===== src/rtl/fetch_pc_sequencer_pkg.sv =====
// Shared cpu types for the fetch front end: virtual address type, boot vector default,
// sequencer state encoding and the aligned sequential-PC helper.
package fetch_pc_sequencer_pkg;

    localparam int unsigned VADDR_W = 32;

    typedef logic [VADDR_W-1:0] virt_t;

    localparam virt_t DEFAULT_BOOT_VEC = 32'hbfc0_0000;

    typedef enum logic {
        ST_NORMAL = 1'b0,
        ST_DSLOT  = 1'b1
    } seq_state_e;

    // Start of the next aligned fetch group, 32-bit modulo.
    function automatic virt_t seq_pc(input virt_t pc, input int unsigned align);
        virt_t grp;
        grp = virt_t'(1) << align;
        return (pc & ~(grp - virt_t'(1))) + grp;
    endfunction

endpackage


===== src/rtl/fetch_pc_sequencer_redirect_arbiter.sv =====
// Fixed-priority redirect arbiter: lowest index wins, one-hot grant plus target mux.
module redirect_arbiter
    import fetch_pc_sequencer_pkg::*;
#(
    parameter int unsigned NUM_REDIRECT = 4
) (
    input  logic                     [NUM_REDIRECT-1:0] req_i,
    input  virt_t [NUM_REDIRECT-1:0]                    vaddr_i,
    output logic                     [NUM_REDIRECT-1:0] grant_o,
    output logic                                        valid_o,
    output virt_t                                       vaddr_o
);

    // Isolate the lowest set request bit, then OR-mux the granted target.
    always_comb begin
        grant_o = req_i & (~req_i + NUM_REDIRECT'(1));
        valid_o = |req_i;
        vaddr_o = '0;
        for (int i = 0; i < int'(NUM_REDIRECT); i++) begin
            if (grant_o[i]) begin
                vaddr_o = vaddr_o | vaddr_i[i];
            end
        end
    end

endmodule


===== src/rtl/fetch_pc_sequencer.sv =====
// Fetch-group PC generator: sequential advance, same-cycle prediction with out-of-group
// delay slots, and prioritised redirects. Optional: FETCH_PC_ALIGN_CHECK_EN.
module fetch_pc_sequencer
    import fetch_pc_sequencer_pkg::*;
#(
    parameter int unsigned FETCH_WIDTH  = 2,
    parameter int unsigned NUM_REDIRECT = 4,
    parameter virt_t       BOOT_VEC     = DEFAULT_BOOT_VEC,
    localparam int unsigned SLOT_W      = (FETCH_WIDTH > 1) ? $clog2(FETCH_WIDTH) : 1
) (
    input  logic                                clk,
    input  logic                                rst,
    input  logic                                ready,
    input  logic                                hold_pc,
    input  logic                                predict_valid,
    input  logic  [SLOT_W-1:0]                  predict_slot,
    input  virt_t                               predict_vaddr,
    input  logic  [NUM_REDIRECT-1:0]            redirect_valid,
    input  virt_t [NUM_REDIRECT-1:0]            redirect_vaddr,
    output virt_t                               pc,
    output logic                                pc_en,
    output logic                                delayslot_pending,
    output logic  [NUM_REDIRECT-1:0]            redirect_grant,
    output logic                                pc_misaligned
);

    localparam int unsigned ALIGN     = $clog2(FETCH_WIDTH) + 2;
    localparam logic [SLOT_W-1:0] LAST_SLOT = SLOT_W'(FETCH_WIDTH - 1);

    virt_t       pc_q, pc_d;
    virt_t       tgt_q, tgt_d;
    seq_state_e  state_q, state_d;

    logic                    arb_valid;
    virt_t                   arb_vaddr;
    logic [NUM_REDIRECT-1:0] arb_grant;

    logic                    fire;
    logic                    load;
    logic                    pred_hit;
    logic [SLOT_W-1:0]       slot_off;
    virt_t                   seq;
    virt_t                   npc;
    virt_t                   load_val;

    redirect_arbiter #(
        .NUM_REDIRECT (NUM_REDIRECT)
    ) u_redirect_arbiter (
        .req_i   (redirect_valid),
        .vaddr_i (redirect_vaddr),
        .grant_o (arb_grant),
        .valid_o (arb_valid),
        .vaddr_o (arb_vaddr)
    );

    assign fire     = ready & ~hold_pc;
    assign seq      = seq_pc(pc_q, ALIGN);
    assign slot_off = SLOT_W'((pc_q >> 2) & virt_t'(FETCH_WIDTH - 1));
    // Branches in slots before the group entry point were never fetched.
    assign pred_hit = predict_valid & (predict_slot >= slot_off);

    // Next-PC selection in priority order: redirect, stall, delay-slot target, prediction, seq.
    always_comb begin
        state_d = state_q;
        tgt_d   = tgt_q;
        npc     = pc_q;
        load    = 1'b0;
        if (arb_valid) begin
            npc     = arb_vaddr;
            load    = 1'b1;
            state_d = ST_NORMAL;
        end else if (fire) begin
            load = 1'b1;
            if (state_q == ST_DSLOT) begin
                npc     = tgt_q;
                state_d = ST_NORMAL;
            end else if (pred_hit && (predict_slot < LAST_SLOT)) begin
                npc = predict_vaddr;
            end else if (pred_hit && (predict_slot == LAST_SLOT)) begin
                npc     = seq;
                tgt_d   = predict_vaddr;
                state_d = ST_DSLOT;
            end else begin
                npc = seq;
            end
        end
    end

`ifdef FETCH_PC_ALIGN_CHECK_EN
    logic mis_q, mis_d;

    assign load_val = npc;
    assign mis_d    = load ? (npc[1:0] != 2'b00) : mis_q;

    always_ff @(posedge clk) begin
        if (rst) begin
            mis_q <= 1'b0;
        end else begin
            mis_q <= mis_d;
        end
    end

    assign pc_misaligned = mis_q;
`else
    // Word alignment is enforced on every load instead of being reported.
    assign load_val      = npc & ~virt_t'(3);
    assign pc_misaligned = 1'b0;
`endif

    assign pc_d = load ? load_val : pc_q;

    always_ff @(posedge clk) begin
        if (rst) begin
            pc_q    <= BOOT_VEC;
            tgt_q   <= '0;
            state_q <= ST_NORMAL;
        end else begin
            pc_q    <= pc_d;
            tgt_q   <= tgt_d;
            state_q <= state_d;
        end
    end

    assign pc                = pc_q;
    assign pc_en             = fire;
    assign delayslot_pending = (state_q == ST_DSLOT);
    assign redirect_grant    = rst ? '0 : arb_grant;

endmodule


===== config.mk =====
export PLATFORM = sky130hd
export DESIGN_NAME = fetch_pc_sequencer
export DESIGN_NICKNAME = d
export VERILOG_FILES = /design/src/rtl/fetch_pc_sequencer_pkg.sv /design/src/rtl/fetch_pc_sequencer_redirect_arbiter.sv /design/src/rtl/fetch_pc_sequencer.sv
export SDC_FILE = /design/constraint.sdc
export NUM_CORES = 1
export LEC_CHECK = 0
export ABC_AREA = 1
export CORE_MARGIN = 3
export CORE_UTILIZATION = 40
export DETAILED_ROUTE_END_ITERATION = 12
export HOLD_SLACK_MARGIN = 0.12
export PLACE_DENSITY = 0.78
export SLEW_MARGIN = 40
export SYNTH_ARGS = -nofsm -noshare
export SYNTH_HDL_FRONTEND = slang
export SYNTH_SLANG_ARGS = --single-unit

===== constraint.sdc =====
create_clock -name clk -period 2.3 [get_ports clk]
set_input_delay 0.46 -clock clk [delete_from_list [all_inputs] [get_ports clk]]
set_output_delay 0.46 -clock clk [all_outputs]
set_load 0.01 [all_outputs]

======== Yosys cells after proc, flatten, opt, wreduce, memory -nomap -nowiden ========
Index checks and enable logic that the tools add are counted.
storage, ports and cells
  flip-flop bits (word level) ............. 63
  bits in latches ......................... 0
  bits in writable memories ............... 0
  memory bits (read-only) ................. 0
  bits of input ports ..................... 170
  output and inout port bits .............. 39
  word-level logic and storage cells ...... 39
  memories kept ........................... 0
operators by class
  $add $sub $neg .......................... 2
  multiply operators ...................... 0
  div/mod/pow operators ................... 0
  order comparisons ....................... 2
  equal/unequal tests ..................... 0
  shift-type cells ........................ 0
  muxes and demuxes ....................... 14
  bitwise gates (word level) .............. 11
  reductions and logical operators ........ 7
operators with widths
  kind                   number
  $mux 32                8
  $or 32x32->32          3
  $add 32x4->32 const B  1
  $mux 1                 5
  $reduce_and 5->1       1
  $reduce_or 5->1        1
  $add 4x1->4 const B    1
  $and 4x4->4            1
  $mux 4                 1
  $not 1->1              4
  $not 4->4              1
  $reduce_or 4->1        1
  $and 1x1->1            2
  $logic_and 1x1->1      2
  $reduce_and 2->1       1
  $reduce_bool 2->1      1
  $ge 1x1->1             1
  $lt 1x1->1 const B     1

======== Depth between registers and ports, before layout ========
  word-level depth ........................ 11
  depth in mapped cells ................... 11
  gate-level depth less buffers ........... 11

======== Cells and area by module ========
Synthesis repeated with hierarchy kept, for this count alone.
second synthesis, totals
  cells, all modules ...................... 941
  area total of the unflattened synthesis .. 5332.6 µm²
modules (own cells, without submodules)
  module              instances  cells an instance  area an instance (µm²)  sequential area each (µm²)
  fetch_pc_sequencer  1          678                4010.1                  1221.2
  redirect_arbiter    1          263                1322.5                  0.0

======== Worst setup path after synthesis ========
Ideal clock, no wire load.
  kind .................................... input port to output port
  from .................................... in redirect_valid[1]
  to ...................................... out redirect_grant[3]
  arrival ................................. 1.264 ns
  data required time ...................... 1.840 ns
  path slack .............................. 0.576 ns
  stages on the path ...................... 7
  buffers on the path ..................... 2
  path through ............................ buf_2 nor2_2 nand2_2 nor2_1 buf_2 inv_1 nor2_1
on the way
  cells in the longest elaborated chain, start to end .. 4
ends and longest elaborated chain
  element             line                                       text
  start: declaration  fetch_pc_sequencer.sv:18                   input logic [NUM_REDIRECT-1:0] redirect_valid,
  $not 4->4           fetch_pc_sequencer_redirect_arbiter.sv:16  grant_o = req_i & (~req_i + NUM_REDIRECT'(1));
  $add 4x1->4         fetch_pc_sequencer_redirect_arbiter.sv:16
  $and 4x4->4         fetch_pc_sequencer_redirect_arbiter.sv:16
  $mux 4              fetch_pc_sequencer.sv:127                  assign redirect_grant = rst ? '0 : arb_grant;
  end: declaration    fetch_pc_sequencer.sv:23                   output logic [NUM_REDIRECT-1:0] redirect_grant,
No other way between the ends.

======== Final worst setup path ========
  from .................................... in ready
  to ...................................... out pc_en
on the way
  cells in the longest elaborated chain, start to end .. 1
ends and longest elaborated chain
  element             line                      text
  start: declaration  fetch_pc_sequencer.sv:13  input logic ready,
  $and 1x1->1         fetch_pc_sequencer.sv:56  assign fire = ready & ~hold_pc;
  end: declaration    fetch_pc_sequencer.sv:21  output logic pc_en,
No other way between the ends.

==> impl_metrics.json <==
{
  "wl_per_cell_um": 15.5,
  "drt-pass1-iter-count": 6,
  "setup_viol_count_final": 0,
  "routabilityCongestion": 0.973,
  "cts.hold.buffers_added": 0,
  "grt_setup_unrepaired": "no",
  "cp-start-kind": "input pin",
  "clk_latency_ns": 0.33,
  "synth_cells": 796,
  "synth_seq_area_share_pct": 27.1,
  "p_clk_share_pct": 43.0,
  "antenna_found_initial": 0,
  "gr-usage-met1_pct": 33.1,
  "vdd_drop_max_uv": 330,
  "nets": 1156,
  "start_util_pct": 41.2,
  "cp_max_fo": 2,
  "ys_warn_count": 0,
  "grt_overflow_total": 0,
  "cts_tree": "built",
  "power_per_cell_area_nw_per_um2": 490,
  "power_frac_comb_pct": 23.0,
  "hold_viol_final": 0,
  "critPathRequiredTime_ns": 1.84,
  "cts_buffers": 9,
  "cts.sinks": 61,
  "power_frac_seq_pct": 34.0,
  "ctsLongestPathBuffers": 2,
  "met3_usage_pct": 5.66,
  "finalClockSkew_ns": 0.00447,
  "drtIter0Drc": 535,
  "root_buffer": "clkbuf_16",
  "drt-total-wl_um": 17500,
  "switching_share_pct": 25.6,
  "final.min_clock_period_ns": 2.12,
  "diodes": 0,
  "startpoint": "ready",
  "maxSlewHeadroom_pct": 52.2,
  "synth_area_um2": 4500,
  "grt_pass1_wl_um": 27100,
  "synth-seq-cells": 61,
  "dieArea_um2": 12600,
  "p_switching_uw": 880,
  "drv_slew": 0,
  "ant_nets": 0,
  "fp.dieH_um": 112,
  "grtUsageMet2_pct": 44.5,
  "dieWidth_um": 112,
  "postSynthAreaPerCell_um2": 5.66,
  "port_buffers": 195,
  "grt_pass1_vias": 5496,
  "path_class": "in2out",
  "hp-start": "tgt_q[25]$_SDFFE_PP0P_",
  "fin_crit_sh_pct": 92.0,
  "layout_commonest_cell": "nand2_1",
  "grt_busiest_layer": "met2",
  "synth_cell_types": 29,
  "fmax_ghz": 0.473,
  "outcome": "completed",
  "h-tree-depth": 3,
  "p_int_uw": 2550,
  "pin_count": 209,
  "syn2layout_area_growth_pct": 55.4,
  "worstPathArrival_ns": 1.66,
  "core_area_um2": 10900,
  "final_cells": 1130,
  "dpl_cell_area_um2": 6670,
  "dr_total_vias": 5973,
  "p_leak_uw": 0.00300,
  "dp_hpwl_um": 13500,
  "endpoint_kind": "output port",
  "rr_startpoint": "pc[4]$_SDFFE_PP0P_",
  "placed_cells": 1114,
  "design_area_um2": 7000,
  "min-delay-path-class": "reg2reg",
  "grt_usage_pct": 26.7,
  "worstMarginPinSlew_ns": 0.716,
  "layout_common_cells": "nand2_1, clkdlybuf4s50_1, nor2_1",
  "post_cts.repair.setup_buffers": 0,
  "drc": 0,
  "vias_per_cell": 5.29,
  "num_rows": 38,
  "drive_above_1_share_pct": 5.66,
  "drv_cap": 0,
  "clk_pin_slew_ns": 0.05,
  "grt_max_degree": 34
}
## worst max-delay path: stages
cell and delay, ns:
clkdlybuf4s50_1 0.45, inv_1 0.03, nor2_1 0.14, clkdlybuf4s50_1 0.57
## final timing paths
| check | end | slack, ns | cells past startpoint |
|---|---|---|---|
| hold / removal | tgt_q[25]$_SDFFE_PP0P_ | 0.45 | 2 |
| setup reg to reg | pc[23]$_SDFFE_PP1P_ | 0.28 | 10 |
| setup / recovery | pc_en | 0.18 | 4 |
| hold reg to reg | tgt_q[25]$_SDFFE_PP0P_ | 0.45 | 2 |
## kinds of logic after synthesis
group,count (synthesis),share of synthesized area [%]
AO/OA/AOI/OAI,139,16.7
buffers and inverters,115,10.6
flip-flops,61,27.1
other,1,0.0833
adder cells (fa/ha/maj),1,0.278
XOR/XNOR,5,0.973
AND/OR/NAND/NOR,474,44.2
## metrics by stage
stage / setup slack, ns / utilization (%) / TNS, ns / hold WS (ns) / total power, µW
5_1_grt: 0.130 / 64.0 / 0 / 0.477 / 3570
3_5_place_dp: -0.0493 / 60.9 / -0.0493 / 0.446 / 1970
2_1_floorplan: 0.576 / - / 0 / 0.430 / 1490
4_1_cts: 0.00981 / 63.9 / 0 / 0.454 / 3450
3_3_place_gp: -0.0309 / 60.9 / -0.0309 / 0.440 / 1960
6_report: 0.184 / 64.0 / 0 / 0.454 / 3430
## repair_timing
| item | 4_1_cts | 5_1_grt |
|---|---|---|
| hold endpoints to repair | 0 | 0 |
| resized for setup | 1 | 3 |
| endpoints found under the setup margin | 1 | 3 |
## metal layers
| layer | part of all wire, % | wire length, µm | vias to the layer above |
|---|---|---|---|
| met2 | 47 | 8150 | 282 |
| li1 | - | - | 2971 |
| met1 | 41 | 7100 | 2653 |
| met5 | 0 | 0 | - |
| met3 | 8.1 | 1420 | 67 |
| met4 | 4.8 | 845 | 0 |
## registers in the layout, summed over array words and instances, names as in the netlist
name	flops
pc	30
delayslot_pending	1
tgt_q	30
## final cells by class
class                   instances  area [µm²]
fillers                      1066        3940
multi-input cells             622        2820
repair buffers                224        2200
flip-flops and latches         61        1220
clock buffers                  12         256
inverters                      67         253
well taps                     140         175
clock inverters                 4        70.1
## power by group through the flow
stage | clock, µW | sequential [µW] | combinational, µW
2_1_floorplan | 0 | 1190 | 299
3_3_place_gp | 0 | 1190 | 776
3_5_place_dp | 0 | 1180 | 784
4_1_cts | 1500 | 1160 | 788
5_1_grt | 1540 | 1170 | 860
6_report | 1480 | 1170 | 789
## synth_stat cells
| cell type | instances | area share [%] |
|---|---|---|
| nor2_1 | 108 | 9.0 |
| nand2_2 | 1 | 0.14 |
| o21ai_1 | 6 | 0.67 |
| clkbuf_1 | 24 | 2.0 |
| buf_1 | 4 | 0.33 |
| ha_1 | 1 | 0.28 |
| buf_2 | 14 | 1.6 |
| inv_1 | 64 | 5.3 |
| a31oi_1 | 6 | 0.83 |
| o21ai_0 | 41 | 4.6 |
| nand4_4 | 1 | 0.47 |
| xor2_1 | 5 | 0.97 |
| o211ai_1 | 4 | 0.67 |
| nand3_1 | 97 | 11 |
| nand2_1 | 242 | 20 |
| nor2_4 | 2 | 0.50 |
| clkinv_2 | 1 | 0.11 |
| buf_4 | 5 | 0.83 |
| a21oi_1 | 66 | 7.3 |
| inv_2 | 2 | 0.17 |
| nand2_4 | 1 | 0.25 |
| dfxtp_1 | 61 | 27 |
| nor3_1 | 6 | 0.67 |
| a211oi_1 | 9 | 1.5 |
| conb_1 | 1 | 0.083 |
| o21bai_1 | 7 | 1.2 |
| buf_6 | 1 | 0.25 |
| nor2_2 | 1 | 0.14 |
| nand4_1 | 15 | 2.1 |
No activity file was read; power rests on OpenSTA's default activity.
